`src/rtl/l1_input_loader.sv`:
```
// Pixel-stream loader for the first conv/pool stage: packs each image row into one memory word,
// writes all rows, then hands off via l1_en/l1_done. Optional zero border: define LOADER_PAD_EN.
module l1_input_loader #(
    parameter int DATA_WIDTH = 12,
    parameter int IMG_W      = 32,
    parameter int IMG_H      = 32,
    parameter int PAD        = 2,
    parameter int ROW_WIDTH  = DATA_WIDTH * IMG_W
) (
    input  logic                  clk,
    input  logic                  rst,
    input  logic                  start,
    input  logic                  s_valid,
    input  logic [DATA_WIDTH-1:0] s_data,
    input  logic                  s_last,
    output logic                  s_ready,
    output logic                  mem_we,
    output logic [4:0]            mem_addr,
    output logic [ROW_WIDTH-1:0]  mem_din,
    output logic                  l1_en,
    input  logic                  l1_done,
    output logic                  busy,
    output logic                  frame_done,
    output logic                  frame_err
);

    typedef enum logic [3:0] {
        IDLE  = 4'b0001,
        FILL  = 4'b0010,
        WRITE = 4'b0100,
        RUN   = 4'b1000
    } state_t;

`ifdef LOADER_PAD_EN
    localparam int EDGE = PAD;
`else
    localparam int EDGE = 0;
`endif

    localparam logic [4:0] COL_LAST     = 5'(IMG_W - 1);
    localparam logic [4:0] ROW_LAST     = 5'(IMG_H - 1);
    localparam logic [4:0] PIX_COL_LAST = 5'(IMG_W - 1 - EDGE);
    localparam logic [4:0] PIX_ROW_LAST = 5'(IMG_H - 1 - EDGE);

    state_t                 state_q, state_d;
    logic [4:0]             row_q, col_q, addr_q;
    logic [ROW_WIDTH-1:0]   buf_q, buf_d, din_q;
    logic                   err_q, done_q;
    logic                   pad_pos, accept, advance, last_pos;

    // Border positions are filled with zero without consuming a stream beat.
    always_comb begin
        pad_pos  = (int'(row_q) < EDGE) || (int'(row_q) >= IMG_H - EDGE) ||
                   (int'(col_q) < EDGE) || (int'(col_q) >= IMG_W - EDGE);
        s_ready  = (state_q == FILL) && !pad_pos;
        accept   = s_valid && s_ready;
        advance  = (state_q == FILL) && (accept || pad_pos);
        last_pos = (row_q == PIX_ROW_LAST) && (col_q == PIX_COL_LAST);
        buf_d    = buf_q;
        buf_d[int'(col_q)*DATA_WIDTH +: DATA_WIDTH] = pad_pos ? '0 : s_data;
    end

    always_comb begin
        state_d = state_q;
        case (state_q)
            IDLE:    if (start) state_d = FILL;
            FILL:    if (advance && col_q == COL_LAST) state_d = WRITE;
            WRITE:   state_d = (row_q == ROW_LAST) ? RUN : FILL;
            RUN:     if (l1_done) state_d = IDLE;
            default: state_d = IDLE;
        endcase
    end

    always_ff @(posedge clk) begin
        if (rst) begin
            state_q <= IDLE;
            row_q   <= '0;
            col_q   <= '0;
            addr_q  <= '0;
            buf_q   <= '0;
            din_q   <= '0;
            err_q   <= 1'b0;
            done_q  <= 1'b0;
        end else begin
            state_q <= state_d;
            done_q  <= (state_q == RUN) && l1_done;
            if (state_q == IDLE && start) begin
                row_q <= '0;
                col_q <= '0;
                err_q <= 1'b0;
            end
            if (accept && (s_last != last_pos))
                err_q <= 1'b1;
            if (advance) begin
                buf_q <= buf_d;
                if (col_q == COL_LAST) begin
                    // Snapshot the completed row so mem_din/mem_addr hold after the write.
                    din_q  <= buf_d;
                    addr_q <= row_q;
                end else begin
                    col_q <= col_q + 5'd1;
                end
            end
            if (state_q == WRITE && row_q != ROW_LAST) begin
                row_q <= row_q + 5'd1;
                col_q <= '0;
            end
        end
    end

    assign mem_we     = (state_q == WRITE);
    assign mem_addr   = addr_q;
    assign mem_din    = din_q;
    assign l1_en      = (state_q == RUN);
    assign busy       = (state_q != IDLE);
    assign frame_done = done_q;
    assign frame_err  = err_q;

endmodule
```
`config.mk`:
```
export PLATFORM = sky130hd
export DESIGN_NAME = l1_input_loader
export DESIGN_NICKNAME = d
export VERILOG_FILES = /design/src/rtl/l1_input_loader.sv
export SDC_FILE = /design/constraint.sdc
export NUM_CORES = 2
export LEC_CHECK = 0
export CORE_MARGIN = 3
export CORE_UTILIZATION = 40
export DETAILED_ROUTE_END_ITERATION = 10
export SYNTH_ARGS = -nofsm -noshare
export SYNTH_HDL_FRONTEND = slang
export SYNTH_SLANG_ARGS = --single-unit
```
`constraint.sdc`:
```
create_clock -name clk -period 14.5 [get_ports clk]
set_input_delay 2.175 -clock clk [delete_from_list [all_inputs] [get_ports clk]]
set_output_delay 2.175 -clock clk [all_outputs]
set_load 0.005 [all_outputs]
```
==> Word-level counts from Yosys, hierarchy flattened <==
Cells that the tools add are included.
Widths: inputs -> output; s select.
{ "classes": {"multipliers": 1, "add_sub_neg": 3, "n_reduce_logical": 13, "n_shift": 2, "n_eq_ne": 12, "muxes": 13} }
{ "op_table": {"columns": ["op", "count"], "rows": [
  ["$bwmux 384", 1],
  ["$shift 12x33->384 const A", 1],
  ["$shiftx 12x33->384", 1],
  ["$neg 9->33", 1],
  ["$mux 5", 5],
  ["$mux 4", 4],
  ["$pmux 4 s4", 1],
  ["$add 5x1->5 const B", 2],
  ["$eq 5x5->1 const B", 2],
  ["$logic_and 1x1->1", 8],
  ["$mul 5x2->7 const B", 1],
  ["$ne 5x5->1 const B", 1],
  ["$eq 4x1->1 const B", 1],
  ["$eq 4x2->1 const B", 1],
  ["$eq 4x3->1 const B", 1],
  ["$eq 4x4->1 const B", 1],
  ["$ne 2x1->1 const B", 2],
  ["$ne 4x1->1 const B", 1],
  ["$reduce_bool 2->1", 2],
  ["$reduce_and 3->1", 1],
  ["$mux 1", 2],
  ["$ne 2x2->1 const B", 1],
  ["$reduce_and 2->1", 1],
  ["$reduce_or 2->1", 1],
  ["$ne 1x1->1", 1]
]} }
{ "word_totals": {"reg_bits": 789, "input_bits": 18, "word_cells": 52, "out_inout_bits": 395} }

==> Logic depth before layout (Yosys ltp) <==
{ "logic_depth": {"depth_word": 6, "ltp_mapped": 19} }

==> Worst setup path before layout <==
OpenSTA, ideal clock, no wires.
{ "synth_timing": {"path_type": "reg2reg", "startpoint": "register col_q[1]", "endpoint": "register buf_q[10]", "period_less_slack_ps": 4690, "path_buffers": 5, "slack_ps": 9810, "required_ps": 14430, "path_stages_with_launch": 20, "t_arrival_ps": 4620, "path_cell_list": "dfxtp_1 -> ha_1 -> fa_1 -> and3b_1 -> o31a_1 -> nor2_4 -> buf_2 -> nor3_1 -> ha_1 -> clkbuf_1 -> inv_1 -> clkbuf_1 -> nand2_1 -> nor4_4 -> and2_1 -> buf_4 -> a21oi_1 -> buf_2 -> or3_1 -> a21oi_1"} }
{ "synth_between": {"elab_chain_cells": 4} }
{ "synth_rtl": {"columns": ["element", "line", "rtl"], "rows": [
  ["from (decl)", "46", "logic [4:0] row_q, col_q, addr_q;"],
  ["from (signal assigned)", "101", "col_q <= col_q + 5'd1;"],
  ["$mul 5x2->7 *", "60", "buf_d[int'(col_q)*DATA_WIDTH +: DATA_WIDTH] = pad_pos ? '0 : s_data;"],
  ["$neg 9->33 *", "60", null],
  ["$shiftx 12x33->384 or $shift 12x33->384 (tied branches)", "60", null],
  ["$bwmux 384 *", "60", null],
  ["to (signal assigned)", "95", "buf_q <= buf_d;"],
  ["to (decl)", "47", "logic [ROW_WIDTH-1:0] buf_q, buf_d, din_q;"]
]} }
Every way passes the cells marked *; elsewhere a longest branch is shown, timed or not.
A chain may end at the register's enable or synchronous reset.

==> Worst setup path after layout <==
{ "layout_timing": {"startpoint": "register col_q[2]", "endpoint": "register buf_q[379]"} }
The elaborated chain is that of the path after synthesis.

==> impl_metrics.sql <==
INSERT INTO impl_metrics (metric_group, metric, value, unit) VALUES
('sta', 'finClkSkew', '22.9', 'ps'),
('synth', 'top_reg_cell_synth', 'sky130_fd_sc_hd__dfxtp_1', ''),
('detailed_routing', 'detailroute.via_count', '32106', ''),
('worst_setup_path', 'series_of_cell_instances_along_the_critical_path', 'ha_1 > and3b_1 > o31a_1 > nor2_4 > nor3_1 > ha_1 > inv_1 > nand2_1 > a211oi_2 > o2111a_1 > and2_1 > mux2i_1 > nor2_1', ''),
('placed_design', 'port_buffers', '412', ''),
('worst_setup_path', 'crit_path_dat', '6780', 'ps'),
('synth', 'synth-async-reset-ratio', '0', '%'),
('clock_network', 'tritoncts', 'built', ''),
('final_layout', 'fraction_of_final_layout_cells_sized_beyond_drive_strength_1', '7.68', '%'),
('global_routing', 'antenna_found_initial', '6', ''),
('global_routing', 'vias_in_the_first_global_route', '29323', ''),
('synth', 'synthesis.nets', '4036', ''),
('synth', 'netlist_top_cells_area', 'sky130_fd_sc_hd__dfxtp_1, sky130_fd_sc_hd__mux2i_1, sky130_fd_sc_hd__nor2_1', ''),
('sta', 'slew-limit-headroom', '8.46', '%'),
('worst_setup_path', 'max_fanout_on_critical_path', '27', ''),
('final_layout', 'final_net_count', '4294', ''),
('clock_network', 'ctsHoldBuffers', '0', ''),
('detailed_routing', 'drt_drc_violations_left', '0', ''),
('final_layout', 'area_delta_synth_final', '23.1', '%'),
('detailed_routing', 'drt_iter0_markers', '3243', ''),
('placed_design', 'detailed_place_hpwl', '88300', 'um'),
('placed_design', 'place_inst', '5319', ''),
('clock_network', 'clock_insertion_delay_worst_skew', '650', 'ps'),
('die', 'die_h', '300', 'um'),
('final_layout', 'finish.cell_count_without_fillers', '5480', ''),
('clock_network', 'ctsHtreeMaxLevel', '3', ''),
('sta', 'worst_pin_slew', '1370', 'ps'),
('synth', 'yosysWarningCount', '0', ''),
('synth', 'synthesis.area_per_instance', '8.64', 'sq um'),
('worst_setup_path', 'critical-path-slowest-cell', 'sky130_fd_sc_hd__a211oi_2', ''),
('sta', 'period_needed', '6290', 'ps'),
('die', 'die_outline_area', '90100', 'sq um'),
('power', 'cellPowerDensity', '112', 'nW/um^2'),
('die', 'pin_count', '413', ''),
('sta', 'fin_setup_tns', '0', 'ps'),
('run_status', 'outcome', 'finished clean', ''),
('worst_setup_path', 'timing.critical_path.mode_cell', 'sky130_fd_sc_hd__ha_1', ''),
('sta', 'finalHoldViolCount', '0', ''),
('synth', 'yosys_register_bits', '789', ''),
('clock_network', 'post-cts-setup-buffer-count', '0', ''),
('sta', 'max_freq', '159', 'MHz'),
('detailed_routing', 'finalWirelength', '128000', 'um'),
('sta', 'rsz0062_at_grt', 'false', ''),
('clock_network', 'cts.sinks', '789', ''),
('worst_setup_path', 'worstSetupStartpointType', 'flip-flop', ''),
('die', 'floorplan.rows', '107', ''),
('detailed_routing', 'vias_per_std_cell', '5.86', ''),
('synth', 'post_synth_inst_count', '4006', ''),
('synth', 'post_synth_most_frequent_cells', 'sky130_fd_sc_hd__dfxtp_1, sky130_fd_sc_hd__nor2_1, sky130_fd_sc_hd__nand2_1, sky130_fd_sc_hd__mux2i_1, sky130_fd_sc_hd__clkbuf_1', ''),
('power', 'p_leak', '14.8', 'nW'),
('sta', 'final.period_utilization', '43.4', '%'),
('synth', 'count_leader_synth', 'sky130_fd_sc_hd__dfxtp_1', ''),
('sta', 'report.final.slew_viol_count', '0', ''),
('worst_setup_path', 'worst-setup-path-type', 'flip-flop to flip-flop', ''),
('worst_setup_path', 'worstPathRequired', '14990', 'ps'),
('global_routing', 'grt.overflow.total', '0', ''),
('worst_setup_path', 'timing.critical_path.slowest_cell_delay', '1070', 'ps'),
('min_path', 'hold_path_class', 'flip-flop to flip-flop', ''),
('synth', 'netlist-cell-type-count', '93', ''),
('die', 'die_x', '300', 'um'),
('clock_network', 'ctsLongestPathBuffers', '3', ''),
('synth', 'synth_area_leader', 'sky130_fd_sc_hd__dfxtp_1', ''),
('synth', 'synth_enable_flop_cells', '0', ''),
('clock_network', 'numCtsBuffers', '87', ''),
('synth', 'syn_std_cell_area', '34600', 'sq um'),
('placed_design', 'gp_congestion', '0.915', ''),
('synth', 'synthDominantCellAreaShare', '45.6', '%'),
('global_routing', 'grt_max_degree', '118', ''),
('clock_network', 'clk_pin_slew', '60', 'ps'),
('clock_network', 'cts_resized', '0', ''),
('worst_setup_path', 'end_kind', 'flip-flop', '');
==> per-layer routing <==
metal / track usage, % / up-vias / routed length, um
met4: 9.44 / 8 / 4450
met3: 6.05 / 246 / 11900
met5: 0 / - / 45
met2: 41.6 / 1422 / 55600
li1: - / 15024 / -
met1: 38.4 / 15406 / 56500
==> cell usage in the layout (no fill, tap or decap), types with 11 or more instances in the layout <==
cell type	n
sky130_fd_sc_hd__a22oi_1	81
sky130_fd_sc_hd__and3_1	18
sky130_fd_sc_hd__clkinv_2	11
sky130_fd_sc_hd__nor3_1	147
sky130_fd_sc_hd__o21ai_0	222
sky130_fd_sc_hd__a32o_1	21
sky130_fd_sc_hd__mux2i_1	315
sky130_fd_sc_hd__clkbuf_16	87
sky130_fd_sc_hd__bufinv_16	12
sky130_fd_sc_hd__nor3_2	17
sky130_fd_sc_hd__a32oi_1	17
sky130_fd_sc_hd__nor2_2	11
sky130_fd_sc_hd__ha_1	11
sky130_fd_sc_hd__a22o_1	15
sky130_fd_sc_hd__dfxtp_1	789
sky130_fd_sc_hd__a211oi_1	171
sky130_fd_sc_hd__clkbuf_8	15
sky130_fd_sc_hd__nor2b_1	13
sky130_fd_sc_hd__o211ai_1	32
sky130_fd_sc_hd__a21oi_1	202
sky130_fd_sc_hd__nand2_1	364
sky130_fd_sc_hd__clkdlybuf4s50_1	411
sky130_fd_sc_hd__nor2_1	686
sky130_fd_sc_hd__nand2b_1	17
sky130_fd_sc_hd__nor4_1	12
sky130_fd_sc_hd__nand4_2	11
sky130_fd_sc_hd__and2_1	16
sky130_fd_sc_hd__nand4_1	23
sky130_fd_sc_hd__a311oi_1	43
sky130_fd_sc_hd__a221o_1	30
sky130_fd_sc_hd__nand3_1	146
sky130_fd_sc_hd__clkbuf_1	23
sky130_fd_sc_hd__buf_4	71
sky130_fd_sc_hd__o22ai_1	45
==> final timing paths <==
check	cells past startpoint	slack, ps	start	to
setup reg to reg	13	8210	col_q[2]$_SDFF_PP0_	buf_q[379]$_SDFFE_PP0P_
setup / recovery	13	8210	col_q[2]$_SDFF_PP0_	buf_q[379]$_SDFFE_PP0P_
hold / removal	2	450	mem_din[168]$_SDFFE_PP0P_	mem_din[168]$_SDFFE_PP0P_
hold reg to reg	2	450	mem_din[168]$_SDFFE_PP0P_	mem_din[168]$_SDFFE_PP0P_
==> through the flow <==
stage | setup slack, ps | hold WS [ps] | util, % | power, mW | area [sq um]
after CTS | 8480 | 453 | 49.8 | 4.80 | 42600
final | 8210 | 451 | 49.8 | 4.78 | 42600
after detailed placement | 8500 | 444 | 46.3 | 2.47 | 39600
after floorplan | 9810 | 429 | - | 2.38 | 34600
after global placement | 8570 | 438 | 46.3 | 2.47 | 39600
after global routing | 8000 | 465 | 49.8 | 4.91 | 42600
==> registers in the layout, summed over array words and instances, names as in the netlist <==
register	cells
frame_done	1
mem_din	384
col_q	5
buf_q	384
state_q	4
mem_addr	5
row_q	5
frame_err	1
==> power by group <==
| part | switching, mW | internal, mW | total (mW) |
|---|---|---|---|
| combinational | 0.208 | 0.0508 | 0.259 |
| sequential | 0.00300 | 2.17 | 2.17 |
| clock | 0.938 | 1.41 | 2.34 |
| total | 1.15 | 3.63 | 4.78 |
==> area by class of cell <==
| type | count | area (sq um) |
|---|---|---|
| Fill cell | 8253 | 42900 |
| Multi-Input combinational cell | 2892 | 17700 |
| Sequential cell | 789 | 15800 |
| Timing Repair Buffer | 483 | 4660 |
| Clock buffer | 125 | 2470 |
| Tap cell | 1144 | 1430 |
| Clock inverter | 35 | 543 |
| Inverter | 11 | 41.3 |
| Antenna cell | 1 | 2.50 |
==> logic make-up after synthesis <==
| group | after synthesis | synth area share, % |
|---|---|---|
| compound gates | 1011 | 20.4 |
| xor+xnor | 11 | 0.488 |
| flops | 789 | 45.6 |
| fa+ha+maj | 12 | 0.455 |
| simple gates | 1537 | 20.0 |
| mux | 321 | 9.30 |
| buf+inv | 325 | 3.78 |
==> worst max-delay path: cells and delay by family (launching register included) <==
family | cells | cell delay [ps]
buf+inv | 1 | 290
fa+ha+maj | 2 | 1000
compound gates | 3 | 2080
simple gates | 6 | 1460
mux | 1 | 240
flops | 1 | 1050
Note: power is estimated with default switching activity, not from simulation.
